===== src/rtl/commit_wb_arbiter_if.sv =====
// Commit-bundle / register-file write-port bundle for commit_wb_arbiter.
// retire_cnt is present only when RETIRE_CNT_EN is defined.
interface commit_wb_arbiter_if #(
    parameter int unsigned XLEN  = 32,
    parameter int unsigned AW    = 5,
    parameter int unsigned CNT_W = 64
);
    logic            i1_valid;
    logic            i1_regwrite;
    logic [AW-1:0]   i1_rd;
    logic [XLEN-1:0] i1_data;
    logic            i2_valid;
    logic            i2_regwrite;
    logic [AW-1:0]   i2_rd;
    logic [XLEN-1:0] i2_data;
    logic            in_ready;
    logic            rf_we;
    logic [AW-1:0]   rf_waddr;
    logic [XLEN-1:0] rf_wdata;
    logic            pend_valid;
    logic [AW-1:0]   pend_rd;
`ifdef RETIRE_CNT_EN
    logic [CNT_W-1:0] retire_cnt;
`endif

    // Pipeline side: drives the commit bundle, observes the port and hazard state.
    modport master (
        output i1_valid, i1_regwrite, i1_rd, i1_data,
        output i2_valid, i2_regwrite, i2_rd, i2_data,
        input  in_ready, rf_we, rf_waddr, rf_wdata, pend_valid, pend_rd
`ifdef RETIRE_CNT_EN
        , input retire_cnt
`endif
    );

    // Arbiter side.
    modport slave (
        input  i1_valid, i1_regwrite, i1_rd, i1_data,
        input  i2_valid, i2_regwrite, i2_rd, i2_data,
        output in_ready, rf_we, rf_waddr, rf_wdata, pend_valid, pend_rd
`ifdef RETIRE_CNT_EN
        , output retire_cnt
`endif
    );
endinterface


===== src/rtl/commit_wb_arbiter.sv =====
// Serialises a dual-issue commit bundle onto the single integer RF write port,
// resolving same-rd WAW in favour of slot2. Optional retire counter: RETIRE_CNT_EN.
module commit_wb_arbiter #(
    parameter int unsigned XLEN  = 32,
    parameter int unsigned AW    = 5,
    parameter int unsigned CNT_W = 64
) (
    input logic clk,
    input logic rstn,
    commit_wb_arbiter_if.slave bus
);
    localparam logic [0:0] IDLE = 1'b0;
    localparam logic [0:0] PEND = 1'b1;

    logic [0:0]      state, state_n;
    logic            rf_we_q, rf_we_n;
    logic [AW-1:0]   rf_waddr_q, rf_waddr_n;
    logic [XLEN-1:0] rf_wdata_q, rf_wdata_n;
    logic            pend_valid_q, pend_valid_n;
    logic [AW-1:0]   pend_rd_q, pend_rd_n;
    logic [XLEN-1:0] pend_data_q, pend_data_n;

    logic in_ready_c;
    logic accept_c;
    logic w1_c;
    logic w2_c;

    assign in_ready_c = (state == IDLE);
    assign accept_c   = in_ready_c & (bus.i1_valid | bus.i2_valid);
    assign w2_c = bus.i2_valid & bus.i2_regwrite & (bus.i2_rd != '0);
    // Younger slot wins a same-rd conflict, so the older write is dropped.
    assign w1_c = bus.i1_valid & bus.i1_regwrite & (bus.i1_rd != '0)
                & ~(w2_c & (bus.i1_rd == bus.i2_rd));

    // Next-state and next-output logic.
    always_comb begin
        state_n      = state;
        rf_we_n      = 1'b0;
        rf_waddr_n   = rf_waddr_q;
        rf_wdata_n   = rf_wdata_q;
        pend_valid_n = pend_valid_q;
        pend_rd_n    = pend_rd_q;
        pend_data_n  = pend_data_q;
        case (state)
            IDLE: begin
                if (accept_c) begin
                    if (w1_c) begin
                        rf_we_n    = 1'b1;
                        rf_waddr_n = bus.i1_rd;
                        rf_wdata_n = bus.i1_data;
                        if (w2_c) begin
                            pend_valid_n = 1'b1;
                            pend_rd_n    = bus.i2_rd;
                            pend_data_n  = bus.i2_data;
                            state_n      = PEND;
                        end
                    end else if (w2_c) begin
                        rf_we_n    = 1'b1;
                        rf_waddr_n = bus.i2_rd;
                        rf_wdata_n = bus.i2_data;
                    end
                end
            end
            PEND: begin
                rf_we_n      = 1'b1;
                rf_waddr_n   = pend_rd_q;
                rf_wdata_n   = pend_data_q;
                pend_valid_n = 1'b0;
                state_n      = IDLE;
            end
            default: state_n = IDLE;
        endcase
    end

    // State and output registers.
    always_ff @(posedge clk or negedge rstn) begin
        if (!rstn) begin
            state        <= IDLE;
            rf_we_q      <= 1'b0;
            rf_waddr_q   <= '0;
            rf_wdata_q   <= '0;
            pend_valid_q <= 1'b0;
            pend_rd_q    <= '0;
            pend_data_q  <= '0;
        end else begin
            state        <= state_n;
            rf_we_q      <= rf_we_n;
            rf_waddr_q   <= rf_waddr_n;
            rf_wdata_q   <= rf_wdata_n;
            pend_valid_q <= pend_valid_n;
            pend_rd_q    <= pend_rd_n;
            pend_data_q  <= pend_data_n;
        end
    end

    assign bus.in_ready   = in_ready_c;
    assign bus.rf_we      = rf_we_q;
    assign bus.rf_waddr   = rf_waddr_q;
    assign bus.rf_wdata   = rf_wdata_q;
    assign bus.pend_valid = pend_valid_q;
    assign bus.pend_rd    = pend_rd_q;

`ifdef RETIRE_CNT_EN
    logic [CNT_W-1:0] retire_cnt_q, retire_cnt_n;

    // Counts committed instructions, regardless of whether they write a register.
    always_comb begin
        retire_cnt_n = retire_cnt_q;
        if (accept_c) begin
            retire_cnt_n = retire_cnt_q + CNT_W'(bus.i1_valid) + CNT_W'(bus.i2_valid);
        end
    end

    always_ff @(posedge clk or negedge rstn) begin
        if (!rstn) begin
            retire_cnt_q <= '0;
        end else begin
            retire_cnt_q <= retire_cnt_n;
        end
    end

    assign bus.retire_cnt = retire_cnt_q;
`endif
endmodule


===== src/flat_wrapper.sv =====
// flat-port wrapper written by rule: the top's interface ports become plain ports
module commit_wb_arbiter_flat 
#(
    parameter int unsigned XLEN  = 32,
    parameter int unsigned AW    = 5,
    parameter int unsigned CNT_W = 64
)
  (clk, rstn, bus_i1_valid, bus_i1_regwrite, bus_i1_rd, bus_i1_data, bus_i2_valid, bus_i2_regwrite, bus_i2_rd, bus_i2_data, bus_in_ready, bus_rf_we, bus_rf_waddr, bus_rf_wdata, bus_pend_valid, bus_pend_rd);
  commit_wb_arbiter_if #(.XLEN(XLEN), .AW(AW), .CNT_W(CNT_W)) bus_i ();
  input logic clk;
  input logic rstn;
  input wire logic [$bits(bus_i.i1_valid)-1:0] bus_i1_valid;
  input wire logic [$bits(bus_i.i1_regwrite)-1:0] bus_i1_regwrite;
  input wire logic [$bits(bus_i.i1_rd)-1:0] bus_i1_rd;
  input wire logic [$bits(bus_i.i1_data)-1:0] bus_i1_data;
  input wire logic [$bits(bus_i.i2_valid)-1:0] bus_i2_valid;
  input wire logic [$bits(bus_i.i2_regwrite)-1:0] bus_i2_regwrite;
  input wire logic [$bits(bus_i.i2_rd)-1:0] bus_i2_rd;
  input wire logic [$bits(bus_i.i2_data)-1:0] bus_i2_data;
  output wire logic [$bits(bus_i.in_ready)-1:0] bus_in_ready;
  output wire logic [$bits(bus_i.rf_we)-1:0] bus_rf_we;
  output wire logic [$bits(bus_i.rf_waddr)-1:0] bus_rf_waddr;
  output wire logic [$bits(bus_i.rf_wdata)-1:0] bus_rf_wdata;
  output wire logic [$bits(bus_i.pend_valid)-1:0] bus_pend_valid;
  output wire logic [$bits(bus_i.pend_rd)-1:0] bus_pend_rd;
  assign bus_i.i1_valid = bus_i1_valid;
  assign bus_i.i1_regwrite = bus_i1_regwrite;
  assign bus_i.i1_rd = bus_i1_rd;
  assign bus_i.i1_data = bus_i1_data;
  assign bus_i.i2_valid = bus_i2_valid;
  assign bus_i.i2_regwrite = bus_i2_regwrite;
  assign bus_i.i2_rd = bus_i2_rd;
  assign bus_i.i2_data = bus_i2_data;
  assign bus_in_ready = bus_i.in_ready;
  assign bus_rf_we = bus_i.rf_we;
  assign bus_rf_waddr = bus_i.rf_waddr;
  assign bus_rf_wdata = bus_i.rf_wdata;
  assign bus_pend_valid = bus_i.pend_valid;
  assign bus_pend_rd = bus_i.pend_rd;
  commit_wb_arbiter #(.XLEN(XLEN), .AW(AW), .CNT_W(CNT_W)) u_core (.clk(clk), .rstn(rstn), .bus(bus_i));
endmodule

===== config.mk =====
export PLATFORM = sky130hd
export DESIGN_NAME = commit_wb_arbiter_flat
export DESIGN_NICKNAME = d
export VERILOG_FILES = /design/src/rtl/commit_wb_arbiter_if.sv /design/src/rtl/commit_wb_arbiter.sv /design/src/flat_wrapper.sv
export SDC_FILE = /design/constraint.sdc
export NUM_CORES = 1
export LEC_CHECK = 0
export CAP_MARGIN = 0
export CORE_ASPECT_RATIO = 0.7
export CORE_MARGIN = 5
export CORE_UTILIZATION = 27
export DETAILED_ROUTE_END_ITERATION = 8
export GPL_TIMING_DRIVEN = 0
export MAX_ROUTING_LAYER = met4
export RECOVER_POWER = 50
export SLEW_MARGIN = 20
export SYNTH_ARGS = -nofsm -noshare
export SYNTH_HDL_FRONTEND = slang
export SYNTH_SLANG_ARGS = --single-unit
export TNS_END_PERCENT = 30

===== constraint.sdc =====
create_clock -name clk -period 1.8 [get_ports clk]
set_input_delay 0.45 -clock clk [delete_from_list [all_inputs] [get_ports clk]]
set_output_delay 0.45 -clock clk [all_outputs]
set_load 0.03 [all_outputs]

[Word-level counts from Yosys, hierarchy flattened]
Cells that the tools add are included.
Word-level totals
  bits in registers: 77
  bits of input ports: 80
Cells by class
  equal/unequal tests: 5
  multiplexer cells: 19
  bitwise logic cells: 10
  reductions and logical operators: 5
Operators with widths (count)
  $mux W32: 3
  $pmux W32 S2: 1
  $mux W5: 3
  $pmux W5 S2: 1
  $reduce_bool A5 Y1: 2
  $mux W1: 8
  $and A1 B1 Y1: 7
  $ne A2 B2 Y1 const B: 3
  $pmux W1 S2: 3
  $eq A5 B5 Y1: 1
  $reduce_and A4 Y1: 1
  $ne A3 B3 Y1 const B: 1
  $reduce_and A3 Y1: 1
  $not A1 Y1: 2
  $reduce_and A2 Y1: 1
  $or A1 B1 Y1: 1

[Longest topological paths before layout]
  depth after elaboration: 8
  mapped depth: 8
  depth with buffers taken out: 5

[Worst setup path before layout]
OpenSTA, ideal clock, no wires.
  kind: input-to-reg
  start point: input bus_i2_rd[0]
  end point: register u_core.pend_data_q[17]
  setup time: 0.125 ns
  data arrival time: 2.164 ns
  data required time: 1.675 ns
  path slack: -0.489 ns
  cell stages on the path: 8
  buffers on the path: 3
  cells stage by stage: or3_1 o311a_1 a41o_1 buf_6 nor2_4 buf_6 buf_12 mux2_4
Between the ends
  cells in the longest elaborated chain, start to end: 6
  elaborated cells on any way between the ends: 7
  classes of those cells: eq/ne: 1; bitwise: 4; reduce/logical: 2
Ends and longest elaborated chain
  start, declared: RTL line flat_wrapper.sv:18  | input wire logic [$bits(bus_i.i2_rd)-1:0] bus_i2_rd;
  $reduce_bool A5 Y1: RTL line commit_wb_arbiter.sv:30  | assign w2_c = bus.i2_valid & bus.i2_regwrite & (bus.i2_rd != '0);
  $and A1 B1 Y1: RTL line commit_wb_arbiter.sv:30
  $and A1 B1 Y1: RTL line commit_wb_arbiter.sv:33  | & ~(w2_c & (bus.i1_rd == bus.i2_rd));
  $not A1 Y1: RTL line commit_wb_arbiter.sv:33
  $and A1 B1 Y1: RTL line commit_wb_arbiter.sv:33
  $reduce_and A4 Y1 (no source line) *
  end signal, assigned: RTL line commit_wb_arbiter.sv:92  | pend_data_q <= pend_data_n;
  end, declared: RTL line commit_wb_arbiter.sv:21  | logic [XLEN-1:0] pend_data_q, pend_data_n;
Every way passes the cells marked *; elsewhere a longest branch is shown, timed or not.
A chain may end at the register's enable or synchronous reset.

[Final worst setup path]
  start point: input bus_i2_rd[3]
  end point: register u_core.pend_data_q[21]
Same word-level chain as after synthesis.

==> run summary <==
outcome: finished, violations left
failing checks: negative setup slack
routed wire length: 11,000 um
GRT overflow: 0
first-pass GRT wire length: 17,500 um
die area: 15,300 um2
Reg2Reg Setup Slack: 0.12 ns
CP max-delay cell: or3_4
Final Cell Area: 5710 um2
Non-Filler Instances: 584
FF-to-FF Start: u_core.state
Final min period: 2.03 ns
met2 WL: 5070 um
Wirelength per Cell: 18.9 um
proportion of layout cells with a drive suffix above 1: 0.251
Mean Syn Cell Area: 13.2 um2
met3 WL post-DR: 669 um
Worst VDD drop: 0.590 mV
crit path launch type: primary input
Register-to-Register Path Depth: 6
DRC Markers: 0
TritonCTS Buffers: 9
Max clock buf depth: 2
hpwl dp: 7590 um
worst-skew pair later-pin latency: 0.32 ns
Worst Tran Pin Value: 0.820 ns
Initial DRC Count: 46
cell mode on critical path: buf_8
R2R Path End: u_core.pend_data_q[21]
Net Count, Synth: 345
Final Cycle Share: 1.13
CP endpoint: u_core.pend_data_q[21]
Slew HR: 0.453
Ports: 125
final core occ: 0.455
Pins Over Slew Limit: 0
Tot Pwr: 0.00588 W
fin worst setup slack: -0.235 ns
CTS tree: done
highest metal layer with signal wires: met4
via/cell ratio: 4.78
Synth Cell Area: 3490 um2
commonest non-fill, non-tap cells in the layout: 77 x dfrtp_1, 69 x clkdlybuf4s50_1, 45 x dlygate4sd2_1
FMAX: 491 MHz
IO Port Bufs: 124
largest net degree at the start of global routing: 46
Die Ht: 105 um
worst min path class: in -> async
crit path max fanout: 10
post-synth cell types: 26
Cell Pwr Density: 1030 nW/um2
cts hold-fix bufs: 0
Crit. End Element: flip-flop
Critical Path AT: 2.24 ns
Final nets: 498
Worst Skew: 0.00396 ns
count of buffer and inverter cells on the critical path: 3
CTS sink cnt: 77
Worst path top cell family by delay: compound AO/OA/AOI/OAI gates
synthesis-stage register bit count: 77
Static Leak: 2.70 nW
RePlAce Congestion: 0.734
Synth Warn #: 0
Crit Path Category: in -> reg
Inserted Diodes: 0
H-Tree Depth: 3
drt pass-1 iters: 4
M1 WL: 5250 um
DR vias: 2,789
Initial Util: 0.278
Fin. Hold Viols: 0
worst hold slack: 0.205 ns
crit-path max cell delay: 0.37 ns
worst endpoint required time: 2.00 ns
max-cap viol count: 0
Setup Viol. Count Final: 64
CP startpoint: bus_i2_rd[3]
RSZ-0062 raised after global routing: true
Stages on worst setup path: 8
Antenna Nets Post-Route: 0
commonest non-fill, non-tap cell in the layout: dfrtp_1
root buffer cell: clkbuf_16
num rows: 34
placed cells: 552
register area share after synthesis: 0.552
Die W: 146 um
placed cell area: 4960 um2
Core ar.: 12,500 um2
antenna violations before repair: 0
clk slew on worst S/H paths: 0.06 ns
Synth-to-Final Area Change: 63.6%
Total GRT Usage: 0.147
vias in the first global route: 3,147
cells after synthesis: 265
crit path cell chain: buf_8 -> or3_4 -> o311a_4 -> a41o_4 -> nor2_4 -> buf_8 -> buf_12 -> mux2_4
==> report_power, final <==
group | switching (W) | internal (W) | total, W
registers | 0.000210 | 0.00209 | 0.00230
logic | 0.000776 | 0.000800 | 0.00158
clock network | 0.000665 | 0.00135 | 0.00201
==> cell families after synthesis <==
kind of cell | after synthesis | share of synthesized area
AO/OA/AOI/OAI | 80 | 0.148
flip-flops | 77 | 0.552
multiplexers | 74 | 0.236
buffers and inverters | 21 | 0.0380
AND/OR/NAND/NOR | 8 | 0.0133
XOR/XNOR | 5 | 0.0125
==> per-layer routing <==
metal / up-vias / GRT usage
met5: - / -
met2: 86 / 0.227
met4: 0 / 0.0305
met3: 9 / 0.0459
li1: 1295 / -
met1: 1399 / 0.191
==> state kept, by name (all words and copies together) (netlist names) <==
| register | count |
|---|---|
| u_core.bus.pend_rd | 5 |
| u_core.bus.pend_valid | 1 |
| u_core.bus.rf_waddr | 5 |
| u_core.bus.rf_wdata | 32 |
| u_core.bus.rf_we | 1 |
| u_core.pend_data_q | 32 |
| u_core.state | 1 |
==> timing repair <==
| action | CTS | global route |
|---|---|---|
| resized for setup | 184 | 15 |
| buffers inserted | 15 | 3 |
| gates cloned | 4 | 1 |
| pin swaps | 7 | 4 |
| setup endpoints to repair | 121 | 79 |
==> worst reg2reg max path, stage by stage, from the launching register on <==
cell,delay [ns]
dfrtp_1,0.42
nor2_1,0.28
nand2_2,0.12
nor2_4,0.13
buf_8,0.14
buf_12,0.15
mux2_4,0.32
==> worst min path at each step <==
stage               cells past startpoint               endpoint  slack, ns                   from
floorplan                               0  u_core.bus.pend_rd[0]       0.15                   rstn
global placement                        1  u_core.bus.pend_valid       0.47  u_core.bus.pend_valid
detailed placement                      1       u_core.bus.rf_we       0.43                   rstn
CTS                                     1       u_core.bus.rf_we       0.07                   rstn
global route                            1       u_core.bus.rf_we       0.28                   rstn
finish                                  1       u_core.bus.rf_we       0.21                   rstn
==> synthesized netlist by cell type <==
| cell | n | area [um2] |
|---|---|---|
| or4_1 | 1 | 7.51 |
| mux2i_1 | 37 | 370 |
| nor2_1 | 2 | 7.51 |
| buf_4 | 5 | 37.5 |
| nor2_4 | 1 | 11.3 |
| buf_6 | 2 | 22.5 |
| xor2_1 | 3 | 26.3 |
| o211a_1 | 1 | 10.0 |
| xnor2_1 | 2 | 17.5 |
| clkbuf_1 | 8 | 30.0 |
| nor3_1 | 2 | 10.0 |
| a22oi_1 | 37 | 278 |
| a21o_1 | 1 | 7.51 |
| buf_12 | 1 | 20.0 |
| buf_2 | 3 | 15.0 |
| mux2_4 | 10 | 150 |
| o21ai_1 | 1 | 5.00 |
| inv_1 | 2 | 7.51 |
| dfrtp_1 | 77 | 1930 |
| mux2_2 | 27 | 304 |
| a41o_1 | 1 | 10.0 |
| o311a_1 | 1 | 10.0 |
| or3_1 | 1 | 6.26 |
| o211ai_2 | 1 | 12.5 |
| nand2_1 | 1 | 3.75 |
| o21ai_0 | 37 | 185 |
==> per-stage QoR <==
stage | worst slack [ns] | TNS [ns]
6_report | -0.235 | -9.92
4_1_cts | -0.357 | -17.51
3_5_place_dp | -1.49 | -94.57
5_1_grt | -0.267 | -12.91
3_3_place_gp | -2.47 | -280.06
2_1_floorplan | -0.489 | -23.80
==> final cells by class <==
type | instances | area (um2)
clock inverter | 4 | 97.6
inverter | 2 | 7.51
timing repair buffer | 146 | 1470
sequential | 77 | 1930
multi-input combinational | 167 | 1600
clock buffer | 11 | 233
tap | 162 | 203
buffer | 15 | 171
fill | 1137 | 6840
Note: power is estimated with default switching activity, not from simulation.
